===== config.mk =====
export PLATFORM = sky130hd
export DESIGN_NAME = pc_sequencer
export DESIGN_NICKNAME = d
export VERILOG_FILES = /design/src/rtl/pc_sequencer.sv
export SDC_FILE = /design/constraint.sdc
export NUM_CORES = 1
export LEC_CHECK = 0
export ABC_AREA = 1
export BUFFER_PORTS_ARGS = -buffer_cell sky130_fd_sc_hd__clkbuf_2
export CAP_MARGIN = 0
export CORE_UTILIZATION = 54
export CTS_CLUSTER_DIAMETER = 40
export CTS_CLUSTER_SIZE = 40
export DETAILED_ROUTE_END_ITERATION = 6
export HOLD_SLACK_MARGIN = 0.12
export PLACE_DENSITY = 0.84
export SLEW_MARGIN = 10
export SYNTH_ARGS = -nofsm -noshare
export SYNTH_HDL_FRONTEND = slang
export SYNTH_SLANG_ARGS = --single-unit

===== constraint.sdc =====
create_clock -name clk -period 2.7 [get_ports clk]
set_clock_uncertainty 0.2 [all_clocks]
set_input_delay 0.135 -clock clk [delete_from_list [all_inputs] [get_ports clk]]
set_output_delay 0.135 -clock clk [all_outputs]
set_load 0.02 [all_outputs]

===== src/rtl/pc_sequencer.sv =====
// pc_sequencer: front-end PC control, fetch-miss tracking and redirect arbitration
// Inputs: clk, reset (async, active-high), hazard_stall, mispredict/mispredict_pc,
//   id_jump/id_jump_target, halt, imem_ack.
// Outputs: imem_req, stall, stall_pc, bubble/pc_recovered, jump/jump_target,
//   flush_if, flush_id, halted; with PC_PERF_CNT_EN defined also redirect_count, miss_cycles.
module pc_sequencer #(
  parameter logic [15:0] RESET_PC = 16'hFFFF
) (
  input  logic        clk,
  input  logic        reset,
  input  logic        hazard_stall,
  input  logic        mispredict,
  input  logic [15:0] mispredict_pc,
  input  logic        id_jump,
  input  logic [15:0] id_jump_target,
  input  logic        halt,
  input  logic        imem_ack,
  output logic        imem_req,
  output logic        stall,
  output logic        stall_pc,
  output logic        bubble,
  output logic [15:0] pc_recovered,
  output logic        jump,
  output logic [15:0] jump_target,
  output logic        flush_if,
  output logic        flush_id,
  output logic        halted
`ifdef PC_PERF_CNT_EN
  ,
  output logic [15:0] redirect_count,
  output logic [15:0] miss_cycles
`endif
);
  localparam logic [1:0] RUN = 2'd0, MISS = 2'd1, HALT = 2'd2;
  localparam logic [1:0] NONE = 2'd0, JUMP = 2'd1, RECOVER = 2'd2;
  logic [1:0] state, state_nx, pend_kind, pend_kind_nx, eff_kind;
  logic [15:0] pend_pc, pend_pc_nx, eff_pc;
  logic new_jump;
  // pending entry as it stands after this cycle's requests: a mispredict
  // overwrites anything, a jump only fills an empty slot
  assign new_jump = id_jump && !hazard_stall && pend_kind == NONE;
  assign eff_kind = mispredict ? RECOVER : new_jump ? JUMP : pend_kind;
  assign eff_pc = mispredict ? mispredict_pc : new_jump ? id_jump_target : pend_pc;
  always_comb begin
    imem_req = 1'b0;
    stall = 1'b0;
    stall_pc = 1'b0;
    bubble = 1'b0;
    pc_recovered = RESET_PC;
    jump = 1'b0;
    jump_target = 16'h0;
    flush_if = 1'b0;
    flush_id = 1'b0;
    halted = 1'b0;
    state_nx = state;
    pend_kind_nx = pend_kind;
    pend_pc_nx = pend_pc;
    if (state == HALT) begin
      stall = 1'b1;
      halted = 1'b1;
    end else if (halt) begin
      stall = 1'b1;
      state_nx = HALT;
      pend_kind_nx = NONE;
      pend_pc_nx = 16'h0;
    end else if (state == RUN) begin
      imem_req = 1'b1;
      if (mispredict) begin
        bubble = 1'b1;
        pc_recovered = mispredict_pc;
        flush_if = 1'b1;
        flush_id = 1'b1;
      end else if (hazard_stall) begin
        stall = 1'b1;
      end else if (id_jump && imem_ack) begin
        jump = 1'b1;
        jump_target = id_jump_target;
        flush_if = 1'b1;
      end else if (id_jump) begin
        pend_kind_nx = JUMP;
        pend_pc_nx = id_jump_target;
        stall_pc = 1'b1;
        flush_if = 1'b1;
        state_nx = MISS;
      end else if (!imem_ack) begin
        stall_pc = 1'b1;
        state_nx = MISS;
      end
    end else begin
      imem_req = 1'b1;
      stall = hazard_stall;
      flush_id = mispredict;
      if (imem_ack) begin
        bubble = eff_kind == RECOVER;
        jump = eff_kind == JUMP;
        pc_recovered = eff_kind == RECOVER ? eff_pc : RESET_PC;
        jump_target = eff_kind == JUMP ? eff_pc : 16'h0;
        flush_if = eff_kind != NONE;
        state_nx = RUN;
        pend_kind_nx = NONE;
        pend_pc_nx = 16'h0;
      end else begin
        stall_pc = 1'b1;
        pend_kind_nx = eff_kind;
        pend_pc_nx = eff_pc;
      end
    end
    if (reset) begin
      imem_req = 1'b0;
      stall = 1'b0;
      stall_pc = 1'b0;
      bubble = 1'b0;
      pc_recovered = RESET_PC;
      jump = 1'b0;
      jump_target = 16'h0;
      flush_if = 1'b0;
      flush_id = 1'b0;
      halted = 1'b0;
    end
  end
  always_ff @(posedge clk or posedge reset) begin
    if (reset) begin
      state <= RUN;
      pend_kind <= NONE;
      pend_pc <= 16'h0;
    end else begin
      state <= state_nx;
      pend_kind <= pend_kind_nx;
      pend_pc <= pend_pc_nx;
    end
  end
`ifdef PC_PERF_CNT_EN
  always_ff @(posedge clk or posedge reset) begin
    if (reset) begin
      redirect_count <= 16'h0;
      miss_cycles <= 16'h0;
    end else begin
      if ((bubble || jump) && redirect_count != 16'hFFFF) redirect_count <= redirect_count + 16'd1;
      if (state == MISS && miss_cycles != 16'hFFFF) miss_cycles <= miss_cycles + 16'd1;
    end
  end
`endif
endmodule


==> impl_metrics.toml <==
[status]
outcome = "finished, final reports clean"

[run]
drv_cap = 0

[yosys]
syn-num-nets = 416
synth_cell_types = 24
synth-seq-cells = 20
syn_area_um2 = 2098
netlist_instances = 377
seq_area_frac_synth = 0.2385
postSynthAreaPerCell_um2 = 5.566
ys_warn_count = 0

[finish]
nFillCells = 339
final_nets = 502
final_cell_mix = "144 x nand2_1, 78 x clkbuf_2, 55 x nor2_1"
area_growth_pct = 29.40
antenna_cells = 0
layout_commonest_cell = "nand2_1"
fin_cells = 510
layout.area.seq_um2 = 500.5
multi_input_area_um2 = 1414
layout-drive-gt1-share = 0.2879

[die]
initial_core_util = 0.5689
die_w_um = 64.34
core-area_um2 = 3689
die_h_um = 64.34
pin_count = 79
fp.dieArea_um2 = 4139
rows = 22

[timing]
finalSetupViolations = 0
timing.fmax_ghz = 0.4011
post-route-min-period_ps = 2493
slew_viol_final = 0
fin_crit_sh = 0.9234
slew_headroom = 0.6595
tightest_slew_ps = 510.2
setup-tns-final_ps = 0
rsz0062_at_grt = "false"
setup_ws_ps = 206.8
final_hold_viol_count = 0

[critical_path]
reg2regPathDepth = 9
cp.arrival_ps = 2160
r2r_start = "state[0]$_DFFE_PP0P_"
worst-path-stages = 9
reg2reg_slack_ps = 430
crit_chain = "dlygate4sd3_1, clkbuf_2, clkinvlp_4, nand3_1, inv_1, nand4_1, nor2_1, a21oi_1, clkbuf_2"
cpPeakStageDelay_ps = 560
worst-setup-path-type = "in2out"
cp.required_ps = 2370
rr_endpoint = "pend_pc[7]$_DFFE_PP0P_"
cpMostUsedCell = "clkbuf_2"
crit_buf_inv = 5
critical-path-top-delay-family = "buffers and inverters"
path_max_fanout = 10
cp_slowest_cell = "dlygate4sd3_1"
endpoint_kind = "primary output"
startpoint_type = "input port"

[global_routing]
grt_use_met2 = 0.5737
antenna_found_initial = 0
grt_max_degree = 22
grt_use_total = 0.3388
use_met1 = 0.4432
grt_pass1_wl_um = 11040
grt-busiest-layer = "met2"
grt_overflow = 0
met3_usage = 0.03929
grt_pass1_vias = 2506

[pwr]
p_leak_nw = 1.590
cellPowerDensity_nw_per_um2 = 857.4
totalPowerFinal_mw = 2.328
irDropWorstVdd_v = 0.0004153

[clock_tree]
cts_buffers = 3
clkTransAtPathRegs_ps = 90
cts_setup_buffers = 0
cts.sinks = 20
root_buffer = "clkbuf_8"
clock_latency_ps = 260
cts_tree = "yes"
cts.htree.levels = 1
clock_path_buffers = 2

[routing]
vias_per_cell = 5.412
drt_iter0_drc = 365
drt-wirelength-per-cell_um = 12.92
wirelength_um = 6587
drt_first_pass_iters = 5
route.detailed.drc = 0
ant_nets = 0
vias = 2760

[placed_design]
place_ws_ps = 500.8
portBuffers = 78
hpwl_um = 4609
placedCellCount = 495
routabilityCongestion = 0.8811

[hold_path]
worstHoldPathType = "in2reg"
hold_path_depth = 6
min_from = "mispredict_pc[2]"
hold_end = "pend_pc[2]$_DFFE_PP0P_"
[layer usage]
layer  routed length (µm)  vias up  part of all wire
met2                 3153      153              0.48
met5                    0        -                 0
met4                   91        0             0.014
met3                  554       12             0.084
li1                     -     1356                 -
met1                 2787     1239              0.42
[power breakdown]
part           internal (mW)  switching, mW
clock                  0.198          0.117
sequential             0.445         0.0923
combinational          0.478          0.997
[stage by stage]
stage	utilization	cell area [µm²]	hold slack, ps
2_1_floorplan	-	2098	-75.48
3_3_place_gp	0.6859	2530	-71.17
3_5_place_dp	0.6859	2530	-58.96
4_1_cts	0.7351	2711	120.5
5_1_grt	0.7361	2715	160.0
6_report	0.7361	2715	114.8
[worst reg2reg max path, cell delays in order (launching register included)]
cell and delay [ps]:
dfrtp_1 370, inv_1 90, nand2_2 280, buf_4 300, nor2_1 110, nand2_1 120, nand4_2 380, nor2_1 210
nand2_1 70, nand2_1 70
[Yosys cell counts]
cell      count  area share
nand4_1       4       0.012
dfrtp_1      20        0.24
a21oi_4       1      0.0078
nand2_2       5       0.015
buf_2         9       0.021
or2_2        27       0.080
o21ai_1       1      0.0024
buf_6         1      0.0054
clkbuf_1      6       0.011
nand2_1     144        0.26
o21ai_0       7       0.017
nand4_2       1      0.0060
nor3_1        2      0.0048
nor2_2        1      0.0030
inv_2         2      0.0036
nand3_1      54        0.13
a21oi_1       7       0.017
inv_1        24       0.043
nor2_4        2       0.011
nand2_4       1      0.0054
a22oi_1       1      0.0036
nand3_2       1      0.0048
buf_4         1      0.0036
nor2_1       55       0.098
[cell type report]
type                       instances  area share
tap                               48     0.02212
timing repair buffer              98      0.2092
multi-input combinational        314      0.5207
clock buffer                       3     0.01521
inverter                          26     0.03733
clock inverter                     1     0.01106
sequential                        20      0.1843
[cell families (layout without fill, tap and decap cells)]
group / count (synthesis) / after routing / share of synthesized area
compound gates: 17 / 17 / 0.04711
buf+inv: 43 / 128 / 0.08766
flops: 20 / 20 / 0.2385
simple gates: 297 / 297 / 0.6267
[what timing repair did]
action	in CTS	in global routing
hold buffers	11	0
endpoints found under the hold margin	32	0
gates resized for setup	0	1
endpoints found under the setup margin	0	15
[worst max-delay path by stage]
stage / from / to
detailed placement: state[0]$_DFFE_PP0P_ / pend_pc[7]$_DFFE_PP0P_
global placement: state[0]$_DFFE_PP0P_ / pend_pc[6]$_DFFE_PP0P_
finish: reset / pc_recovered[0]
global route: state[0]$_DFFE_PP0P_ / jump_target[14]
CTS: reset / jump_target[14]
floorplan: reset / flush_if
[registers in the layout (all words and copies together) (netlist names)]
register,flops
pend_kind,2
pend_pc,16
state,2
Note: power is estimated with default switching activity, not from simulation.
